===== config.mk =====
export PLATFORM = sky130hd
export DESIGN_NAME = alu_dispatch_24bit
export DESIGN_NICKNAME = d
export VERILOG_FILES = /design/src/rtl/alu_dispatch_24bit.sv
export SDC_FILE = /design/constraint.sdc
export NUM_CORES = 1
export LEC_CHECK = 0
export BUFFER_PORTS_ARGS = -buffer_cell sky130_fd_sc_hd__clkbuf_2
export CORE_MARGIN = 3
export CORE_UTILIZATION = 40
export CTS_BUF_LIST = sky130_fd_sc_hd__clkbuf_8
export DETAILED_ROUTE_END_ITERATION = 7
export HOLD_SLACK_MARGIN = 0.12
export SLEW_MARGIN = 10
export SYNTH_ARGS = -nofsm -noshare
export SYNTH_HDL_FRONTEND = slang
export SYNTH_SLANG_ARGS = --single-unit

===== constraint.sdc =====
create_clock -name clk -period 2.85 [get_ports clk]
set_input_delay 0.1425 -clock clk [delete_from_list [all_inputs] [get_ports clk]]
set_output_delay 0.1425 -clock clk [all_outputs]
set_load 0.05 [all_outputs]

===== src/rtl/alu_dispatch_24bit.sv =====
// Sequential ALU dispatcher: single-cycle ops plus a 24-step shift-add multiply,
// with valid/ready request and response handshakes and a one-hot unit enable.
module alu_dispatch_24bit (
  input  logic        clk,
  input  logic        reset,
  input  logic        req_valid,
  output logic        req_ready,
  input  logic [2:0]  req_op,
  input  logic [23:0] req_a,
  input  logic [23:0] req_b,
  output logic [2:0]  unit_sel,
  output logic [7:0]  unit_en,
  output logic        busy,
  output logic        resp_valid,
  input  logic        resp_ready,
  output logic [23:0] resp_data,
  output logic        resp_err
);

  localparam int unsigned W      = 24;
  localparam int unsigned CNT_W  = 5;
  localparam int unsigned UNITS  = 8;
  localparam int unsigned SHAMT_W = 5;

  localparam logic [2:0] OP_AND = 3'd0;
  localparam logic [2:0] OP_OR  = 3'd1;
  localparam logic [2:0] OP_ADD = 3'd2;
  localparam logic [2:0] OP_SLT = 3'd3;
  localparam logic [2:0] OP_MUL = 3'd4;
  localparam logic [2:0] OP_XOR = 3'd5;
  localparam logic [2:0] OP_SLL = 3'd6;
  localparam logic [2:0] OP_ILL = 3'd7;

  typedef enum logic [1:0] {S_IDLE, S_MUL, S_DONE} state_t;

  state_t             state_q, state_d;
  logic [W-1:0]       a_q, a_d, b_q, b_d, acc_q, acc_d;
  logic [CNT_W-1:0]   cnt_q, cnt_d;
  logic [2:0]         unit_sel_q, unit_sel_d;
  logic [UNITS-1:0]   unit_en_q, unit_en_d;
  logic               req_ready_q, req_ready_d;
  logic               busy_q, busy_d;
  logic               resp_valid_q, resp_valid_d;
  logic [W-1:0]       resp_data_q, resp_data_d;
  logic               resp_err_q, resp_err_d;
  logic [W-1:0]       alu_res;
  logic [W-1:0]       mul_sum;

  // Single-cycle result, computed straight from the request operands.
  always_comb begin
    alu_res = '0;
    unique case (req_op)
      OP_AND:  alu_res = req_a & req_b;
      OP_OR:   alu_res = req_a | req_b;
      OP_ADD:  alu_res = req_a + req_b;
      OP_SLT:  alu_res = W'($signed(req_a) < $signed(req_b));
      OP_XOR:  alu_res = req_a ^ req_b;
      OP_SLL:  alu_res = (req_b[SHAMT_W-1:0] >= SHAMT_W'(W)) ? '0 : (req_a << req_b[SHAMT_W-1:0]);
      default: alu_res = '0;
    endcase
  end

  assign mul_sum = acc_q + (b_q[0] ? a_q : '0);

  always_comb begin
    state_d     = state_q;
    a_d         = a_q;
    b_d         = b_q;
    acc_d       = acc_q;
    cnt_d       = cnt_q;
    unit_sel_d  = unit_sel_q;
    resp_data_d = resp_data_q;
    resp_err_d  = resp_err_q;

    unique case (state_q)
      S_IDLE: begin
        if (req_valid) begin
          unit_sel_d = req_op;
          if (req_op == OP_MUL) begin
            a_d     = req_a;
            b_d     = req_b;
            acc_d   = '0;
            cnt_d   = '0;
            state_d = S_MUL;
          end else begin
            resp_data_d = alu_res;
            resp_err_d  = (req_op == OP_ILL);
            state_d     = S_DONE;
          end
        end
      end
      S_MUL: begin
        acc_d = mul_sum;
        a_d   = a_q << 1;
        b_d   = b_q >> 1;
        cnt_d = cnt_q + CNT_W'(1);
        // Final iteration publishes the sum including this step's add.
        if (cnt_q == CNT_W'(W - 1)) begin
          resp_data_d = mul_sum;
          resp_err_d  = 1'b0;
          state_d     = S_DONE;
        end
      end
      S_DONE: begin
        if (resp_ready) begin
          resp_err_d = 1'b0;
          state_d    = S_IDLE;
        end
      end
      default: state_d = S_IDLE;
    endcase

    // Status outputs are registered from the next state.
    req_ready_d  = (state_d == S_IDLE);
    busy_d       = (state_d != S_IDLE);
    resp_valid_d = (state_d == S_DONE);
    unit_en_d    = (state_d != S_IDLE) ? (UNITS'(1) << unit_sel_d) : '0;
  end

  always_ff @(posedge clk) begin
    if (reset) begin
      state_q      <= S_IDLE;
      a_q          <= '0;
      b_q          <= '0;
      acc_q        <= '0;
      cnt_q        <= '0;
      unit_sel_q   <= '0;
      unit_en_q    <= '0;
      req_ready_q  <= 1'b1;
      busy_q       <= 1'b0;
      resp_valid_q <= 1'b0;
      resp_data_q  <= '0;
      resp_err_q   <= 1'b0;
    end else begin
      state_q      <= state_d;
      a_q          <= a_d;
      b_q          <= b_d;
      acc_q        <= acc_d;
      cnt_q        <= cnt_d;
      unit_sel_q   <= unit_sel_d;
      unit_en_q    <= unit_en_d;
      req_ready_q  <= req_ready_d;
      busy_q       <= busy_d;
      resp_valid_q <= resp_valid_d;
      resp_data_q  <= resp_data_d;
      resp_err_q   <= resp_err_d;
    end
  end

  assign req_ready  = req_ready_q;
  assign busy       = busy_q;
  assign resp_valid = resp_valid_q;
  assign resp_data  = resp_data_q;
  assign resp_err   = resp_err_q;
  assign unit_sel   = unit_sel_q;
  assign unit_en    = unit_en_q;

endmodule


==> impl_summary.md, run 1 <==
Synth
The multiplexer share of the synthesized area is 13.0%. The commonest cells after synthesis are 147 x sky130_fd_sc_hd__nor2_1, 131 x sky130_fd_sc_hd__nand2_1, 118 x sky130_fd_sc_hd__dfxtp_1. Counting flops and latches in the post-synthesis netlist gives 118. The portion of synthesized cell area occupied by the leading cell type is 22.7%.

For this run, asynchronously set or reset flops after synthesis account for 0%. The most used flip-flop cell after synthesis is sky130_fd_sc_hd__dfxtp_1. The share of synthesized cell area in and, or, nand and nor gates is 18.6%. The number of enable-type register cells in the synthesized netlist is 0. After synthesis, the largest family of logic cells by area is compound AO/OA/AOI/OAI gates. By area the synthesized netlist is led by sky130_fd_sc_hd__dfxtp_1 23%, sky130_fd_sc_hd__ha_1 12%, sky130_fd_sc_hd__mux2i_1 7.5%, sky130_fd_sc_hd__nor2_1 5.3%, sky130_fd_sc_hd__a211oi_1 5.2%.

The compound-cell area share of the yosys netlist is 24.0%. The post-synthesis instance area is 0.0104 sq mm. The share of the Yosys chip area taken by registers is 22.7%. Summing the areas of all fa, ha and maj instances in the mapped netlist gives 12.5% of the synthesized area. The count of cell types in the netlist is 77.

The post-synth net total is 1,483. The post-synthesis cell count is 1,325. Of the total synthesized cell area, the portion taken by XOR and XNOR cells is 2.36%. Yosys instantiated no cell more often than sky130_fd_sc_hd__nor2_1. The top cell type by total area after synthesis is sky130_fd_sc_hd__dfxtp_1. The count of yosys warnings during synthesis is 0. The post-synthesis area per instance is 7.85 sq um.

Clocking
The maximum number of buffers from clock root to sink is 2. The register clock-pin slew on the reported worst setup and hold paths is 0.08 ns. The number of levels the H-tree was split into is 4. The TritonCTS clock tree is yes. The buffer cell driving the clock tree root is sky130_fd_sc_hd__clkbuf_8. The clock reaches the later pin of the worst-skew pair after 0.45 ns.

The number of sinks handled by clock tree synthesis is 118. TritonCTS created 17 clock buffers.

Worst setup path
The number of cells traversed by the worst register-to-register path is 12. The end of the worst register-to-register path is resp_data[19]. The reg-to-reg setup timing slack is 0.14 ns. The worst setup path is captured at a flip-flop. The largest incremental delay on the critical path is 0.52 ns. The worst register-to-register path begins at b_q[0]. The endpoint of the most critical setup path is resp_data[0]. The critical path goes through dlygate4sd3_1, clkbuf_2, inv_1, ha_1, o21bai_1, a21oi_1, o21bai_1, a221oi_1, o221ai_1, a2111oi_0, nor2_1, o21ai_0. The largest individual stage delay along the critical path comes from the cell sky130_fd_sc_hd__dlygate4sd3_1.

The element type at the critical path start is a primary input. The timing startpoint of the critical path is req_b[1]. STA puts the critical path data required time at 3.22 ns. Among the stages of the critical path, the cell type that occurs most often is sky130_fd_sc_hd__o21bai_1. The critical path is of the in2reg type. Along the worst path, the maximum fanout reaches 4. Data on the critical path arrives at its endpoint at 3.09 ns.

Routing
The detailed-router iteration count before antenna repair is 6. The DRC marker count from the first detailed-route iteration is 762. The total routed wirelength is 34,000 um.

The count of nets left with antenna violations once routing finished came out at 0. The routed length per placed instance is 18.9 um. The mean number of vias per cell is 5.81. For this run, design rule violations remaining after detail routing come to 0.

The via count of the routed design is 10,477.

Status
The run finished with clean final reports.

Placed design
Routability-driven placement finished with a final weighted congestion of 0.945. The total of buffers placed on input and output ports is 93. The worst slack at placement is -0.0524 ns.

After legalization and detailed placement, the total HPWL measured 25,400 um.

Die
The vertical extent of the die is 167 um. The initial core utilization is 41.0%. The floorplan step defined a die boundary enclosing 0.0280 sq mm. In this run the count of I/O pins placed on the die edge is 94. The area inside the core boundary is 0.0254 sq mm. In this run the core area contains 58 standard-cell rows.

Measured along the x axis, the die boundary spans 167 um.

Global route
The first global-routing pass estimated 53,800 um of wire. The number of antenna violations at the first check in global routing is 0. The overall track demand over capacity in global routing is 23.6%. For this run the aggregate overflow at the end of global routing stands at 0. The number of global-route vias before repair is 9,864. The largest net degree at the start of global routing is 86.

Layout
The post-synthesis to final-layout area growth is 20.3%. The fill cell total of the finished layout is 2,524. Of the cells placed in the final design, the portion with a size suffix greater than 1 is 18.3%.

At the end of the flow the core is filled with cells to 49.3%. The number of antenna diodes in the final layout is 0. The final layout net count is 1,618.

Timing
The post-route worst hold slack is 0.153 ns. The final count of negative-setup-slack endpoints is 0. The share of the cycle needed by the critical path after routing is 95.2%.

For this run, the top clock speed supported by timing is 368 MHz. The clock period minus worst slack is 2.71 ns. On the final layout, the worst clock skew is 0.0174 ns. The max-slew violation count came to 0.

The post-layout worst setup margin is 0.136 ns. In the final timing run, aggregate negative setup slack is 0 ns. For the pin with the worst max-slew slack, the measured transition is 0.664 ns. The number of failing hold endpoints at the final stage is 0. The worst relative slew slack is 55.4%.

Power and ir drop
The leakage dissipation is 0.00529 uW. The total power after layout is 5070 uW. The maximum ir drop on the vdd rail is 0.000224 V. The total power divided by cell area is 405 mW/mm^2.

Job
The number of max-capacitance violations reported is 0.

Hold path
In this run the worst hold path is classified as in2reg.
-- layout make-up --
type,instances,area [sq um],area share (%)
multi-input cells,1036,7550,60.4
flip-flops and latches,118,2360,18.9
repair buffers,200,1410,11.3
well taps,330,413,3.30
inverters,87,328,2.62
clock buffers,17,234,1.87
clock inverters,14,210,1.68
-- state kept, by name, indices dropped and copies added (netlist names) --
| register | cells |
|---|---|
| resp_data | 24 |
| acc_q | 24 |
| b_q | 24 |
| a_q | 24 |
| cnt_q | 5 |
| resp_valid | 1 |
| busy | 1 |
| unit_sel | 3 |
| state_q | 2 |
| resp_err | 1 |
| unit_en | 8 |
| req_ready | 1 |
-- repair_timing --
action,in CTS,in global routing
endpoints found under the setup margin,2,24
endpoints found under the hold margin,22,0
gates cloned,0,0
hold buffers,22,0
resized for setup,2,40
setup buffers,0,4
pin swaps,0,15
-- worst max-delay path, delay by kind of cell --
kind | cells | cell delay [ns]
adder cells (fa/ha/maj) | 1 | 0.33
buffers and inverters | 3 | 0.78
AO/OA/AOI/OAI | 7 | 1.70
AND/OR/NAND/NOR | 1 | 0.13
-- layout by cell type (no fill, tap or decap), types with 5 or more instances in the layout --
master	n
sky130_fd_sc_hd__nor2_1	145
sky130_fd_sc_hd__nand2_1	130
sky130_fd_sc_hd__dfxtp_1	117
sky130_fd_sc_hd__a21oi_1	98
sky130_fd_sc_hd__ha_1	95
sky130_fd_sc_hd__clkbuf_2	92
sky130_fd_sc_hd__inv_1	87
sky130_fd_sc_hd__buf_4	79
sky130_fd_sc_hd__mux2i_1	78
sky130_fd_sc_hd__a211oi_1	64
sky130_fd_sc_hd__o21ai_0	53
sky130_fd_sc_hd__and2_1	27
sky130_fd_sc_hd__a22oi_1	27
sky130_fd_sc_hd__nor3_1	25
sky130_fd_sc_hd__nand3_1	22
sky130_fd_sc_hd__dlygate4sd3_1	22
sky130_fd_sc_hd__o22ai_1	21
sky130_fd_sc_hd__xnor2_1	18
sky130_fd_sc_hd__clkbuf_8	17
sky130_fd_sc_hd__nand4_1	15
sky130_fd_sc_hd__mux4_1	14
sky130_fd_sc_hd__nand2b_1	11
sky130_fd_sc_hd__o211ai_1	11
sky130_fd_sc_hd__o21bai_1	11
sky130_fd_sc_hd__a211oi_2	10
sky130_fd_sc_hd__a21o_1	9
sky130_fd_sc_hd__nor4_1	9
sky130_fd_sc_hd__xor2_1	9
sky130_fd_sc_hd__and3_1	8
sky130_fd_sc_hd__o21ai_1	8
sky130_fd_sc_hd__a21oi_2	6
sky130_fd_sc_hd__o31ai_1	6
sky130_fd_sc_hd__mux4_2	6
sky130_fd_sc_hd__buf_12	6
sky130_fd_sc_hd__a221oi_1	5
sky130_fd_sc_hd__o221ai_1	5
sky130_fd_sc_hd__bufinv_16	5
-- power breakdown --
part	switching, uW	internal [uW]	total (uW)
clock	773	1030	1800
combinational	941	560	1500
sequential	48.5	1720	1770
-- kinds of logic after synthesis --
family	Yosys count
DFF	118
muxes	103
AOI/OAI and AO/OA	379
and+or+nand+nor	423
adders and majority gates	103
xor gates and xnor gates	28
buffers and inverters	171
-- worst min path at each step --
| stage | from | to | slack, ns | cells after the start |
|---|---|---|---|---|
| floorplan | req_a[0] | a_q[0] | 0.29 | 2 |
| global placement | req_b[23] | b_q[23] | 0.44 | 3 |
| detailed placement | req_b[23] | b_q[23] | 0.44 | 3 |
| CTS | req_a[16] | a_q[16] | 0.13 | 3 |
| global route | req_a[23] | a_q[23] | 0.16 | 3 |
| finish | req_a[16] | a_q[16] | 0.15 | 3 |
-- through the flow --
stage	instances	instance area, sq um
after detailed placement	1745	11600
after global placement	1745	11600
final	1802	12500
after floorplan	1325	10400
after CTS	1798	12300
after global routing	1802	12500
-- per-layer routing --
metal,part of all wire (%),track usage [%],up-vias
met5,0,0,-
met3,7.1,3.31,55
met1,45,33.5,4960
li1,-,-,5095
met4,2.5,7.04,0
met2,46,37.4,367
Note: power is estimated with default switching activity, not from simulation.
==> inputs of run 2 (changes only) <==
--- a/config.mk
+++ b/config.mk
@@ -7,7 +7,7 @@
 export LEC_CHECK = 0
 export BUFFER_PORTS_ARGS = -buffer_cell sky130_fd_sc_hd__clkbuf_2
 export CORE_MARGIN = 3
-export CORE_UTILIZATION = 40
+export CORE_UTILIZATION = 41
 export CTS_BUF_LIST = sky130_fd_sc_hd__clkbuf_8
 export DETAILED_ROUTE_END_ITERATION = 7
 export HOLD_SLACK_MARGIN = 0.12
==> impl_summary.md, run 2 (synthesis results as in run 1) <==
Power and ir drop
The switching component of the power is 1820 uW. Net switching is 35.7% of the power. Per report_power, the combinational group accounts for 30.0% of the total. Power spread over the standard cell area amounts to 402 mW/mm^2.

The cell internal power dissipation is 3280 uW. The part of the total power dissipated in sequential elements is 34.6%. The maximum ir drop on the vdd rail is 0.000277 V. The clock network fraction of total power is 35.4%. The total power after layout is 5100 uW. For this design the static power due to leakage is 0.00542 uW.

Global route
The first global-routing pass estimated 54,100 um of wire. After global routing the overflow that remains totals 0. The number of antenna violations at the first check in global routing is 1.

Entering global routing, the biggest net connects 86 pins. In the global route stage, overall resource usage came out at 25.3%. The number of global-route vias before repair is 9,742.

Placed design
The wire-length estimate of the detail-placed layout is 25,600 um. The worst slack at placement is -0.0268 ns. The final estimated routing congestion in global placement is 0.948. The total of buffers placed on input and output ports is 93.

Timing
The final-layout setup total negative slack is 0 ns. The clock period minus worst slack is 2.76 ns. Setup repair after global routing could not meet its margin everywhere. The final count of negative-setup-slack endpoints is 0. The max-slew violation count was 0.

The clock tree skew after final layout is 0.0157 ns. Setup slack on the critical path of the routed design comes to 0.0894 ns. The worst relative slew slack is 50.0%.

The highest attainable clock frequency is 362 MHz. The worst path uses 96.9% of the clock period. At the pin with the least slew margin, the transition time is 0.744 ns. The number of failing hold endpoints at the final stage was 0.

Clocking
In this run the number of H-tree levels came out at 4. TritonCTS built the clock tree. The clock buffer count from CTS is 17. The clock reaches the later pin of the worst-skew pair after 0.46 ns.

The clock passes through at most 2 buffers. The root buffer cell chosen for the clock tree is sky130_fd_sc_hd__clkbuf_8. For this design, the sink count on the clock tree is 118. The register clock-pin slew on the reported worst setup and hold paths is 0.09 ns.

Die
In this run the core area contains 57 standard-cell rows. The die is 165 um tall. The area inside the core boundary is 0.0246 sq mm. Once the floorplan was initialized, standard cells occupied 42.3% of the core. In this run the horizontal extent of the chip is 165 um. The area of the die is 0.0273 sq mm. The number of ports placed on the die boundary is 94.

Layout
After the last flow step, the layout net total stands at 1,648. The library cell used most frequently in the layout, excluding fill and tap cells, is sky130_fd_sc_hd__nor2_1. The share of post-route cells with drive strength above 1 is 17.9%. The fill cell total of the finished layout is 2,418. The top cell types in the final layout, fill and taps aside, are 146 x sky130_fd_sc_hd__nor2_1, 130 x sky130_fd_sc_hd__nand2_1, 118 x sky130_fd_sc_hd__dfxtp_1, 101 x sky130_fd_sc_hd__a21oi_1, 97 x sky130_fd_sc_hd__ha_1. The area growth from synthesis to layout is 22.0%.

Status
The run finished with clean final reports.

Worst setup path
The signal arrival time at the worst endpoint is 3.14 ns. The critical-path cell with the highest stage delay is sky130_fd_sc_hd__fa_1. The top fanout value on the critical path is 4. The buffers plus inverters on the worst setup path is 1.

On the worst path, the slowest cell contributes a delay of 0.40 ns. Walking the worst path, the cells encountered are and2_1, ha_2, inv_1, fa_1, nand2b_1, a21oi_2, o211ai_1, nand2_2, a211oi_1, xnor2_1, nand2_1, a211oi_2. The critical path endpoint category is a flip-flop.

The critical path in this run is classified as reg2reg. The reg-to-reg setup timing slack is 0.09 ns. The data required time of the critical path is 3.23 ns.

The family with the most delay on the worst path is compound AO/OA/AOI/OAI gates. The element type at the critical path start is a flip-flop.

Routing
The DRC marker count from the first detailed-route iteration is 850. Using the TritonRoute via totals, the vias-per-cell ratio works out to 5.73. The first detailed-routing pass took 6 iterations. After detailed routing, the number of remaining DRC violations is 0. The via count of the routed design is 10,475.

The count of nets left with antenna violations after detail routing is 0. For this block, the routed nets add up to 34,600 um of wire. The routed length per placed instance is 18.9 um.

Job
Across the run, the number of max-cap violations was 0.

Hold path
The path category of the worst min-delay check is in2reg.
## run 2: changes by cell type in the layout (fill, tap and decap cells not counted), moves of 3 or more
cell                            delta
sky130_fd_sc_hd__a211oi_2          -3
sky130_fd_sc_hd__a21oi_1           +3
sky130_fd_sc_hd__buf_4            +12
sky130_fd_sc_hd__dlygate4sd3_1    +21
## run 2: metrics by stage
stage               util [%]  instance area, sq um  hold slack [ns]  std cells
finish                  51.6                 12700            0.151       1828
global route            51.6                 12700            0.167       1828
CTS                     51.0                 12500            0.130       1825
detailed placement      47.4                 11700            0.449       1750
global placement        47.4                 11700            0.422       1750
floorplan                  -                 10400            0.291       1325
## run 2: path summary, 6_finish.rpt
path,startpoint,endpoint,depth (start not counted)
worst min-delay path,req_a[22],a_q[22],3
worst max register to register,a_q[0],resp_data[18],12
worst min register to register,acc_q[19],acc_q[19],2
worst max-delay path,a_q[0],resp_data[18],12
## run 2: tightest hold or removal path, stage by stage
cell and delay (ns):
sky130_fd_sc_hd__clkbuf_2 0.18, sky130_fd_sc_hd__mux2i_1 0.16, sky130_fd_sc_hd__a211oi_1 0.08
## run 2: repair_timing
item / CTS / global route
resized for setup: 1 / 32
endpoints found under the hold margin: 29 / 0
pin swaps: 0 / 8
setup buffers: 0 / 2
hold buffers: 43 / 0
endpoints found under the setup margin: 2 / 24
## run 2: area by class of cell
cell class / count / area [sq um] / share of cell area (%)
Multi-Input combinational cell: 1036 / 7490 / 59.0
Antenna cell: 1 / 2.50 / 0.0197
Clock inverter: 14 / 199 / 1.57
Tap cell: 324 / 405 / 3.20
Clock buffer: 18 / 248 / 1.95
Sequential cell: 118 / 2360 / 18.6
Inverter: 87 / 328 / 2.58
Timing Repair Buffer: 230 / 1650 / 13.0
## run 2: per-layer routing
metal / up-vias / GRT usage (%) / share of wire [%]
met5: - / 0 / 0
met4: 0 / 6.56 / 2.0
met3: 51 / 3.64 / 5.9
met2: 327 / 39.9 / 45
met1: 4961 / 36.1 / 47
li1: 5136 / - / -
## run 2: power by group through the flow
stage / clock network, uW / logic (uW) / registers [uW]
CTS: 1840 / 1500 / 1760
global placement: 0 / 1450 / 1800
detailed placement: 0 / 1450 / 1800
floorplan: 0 / 823 / 1930
finish: 1800 / 1530 / 1760
global route: 1900 / 1670 / 1770
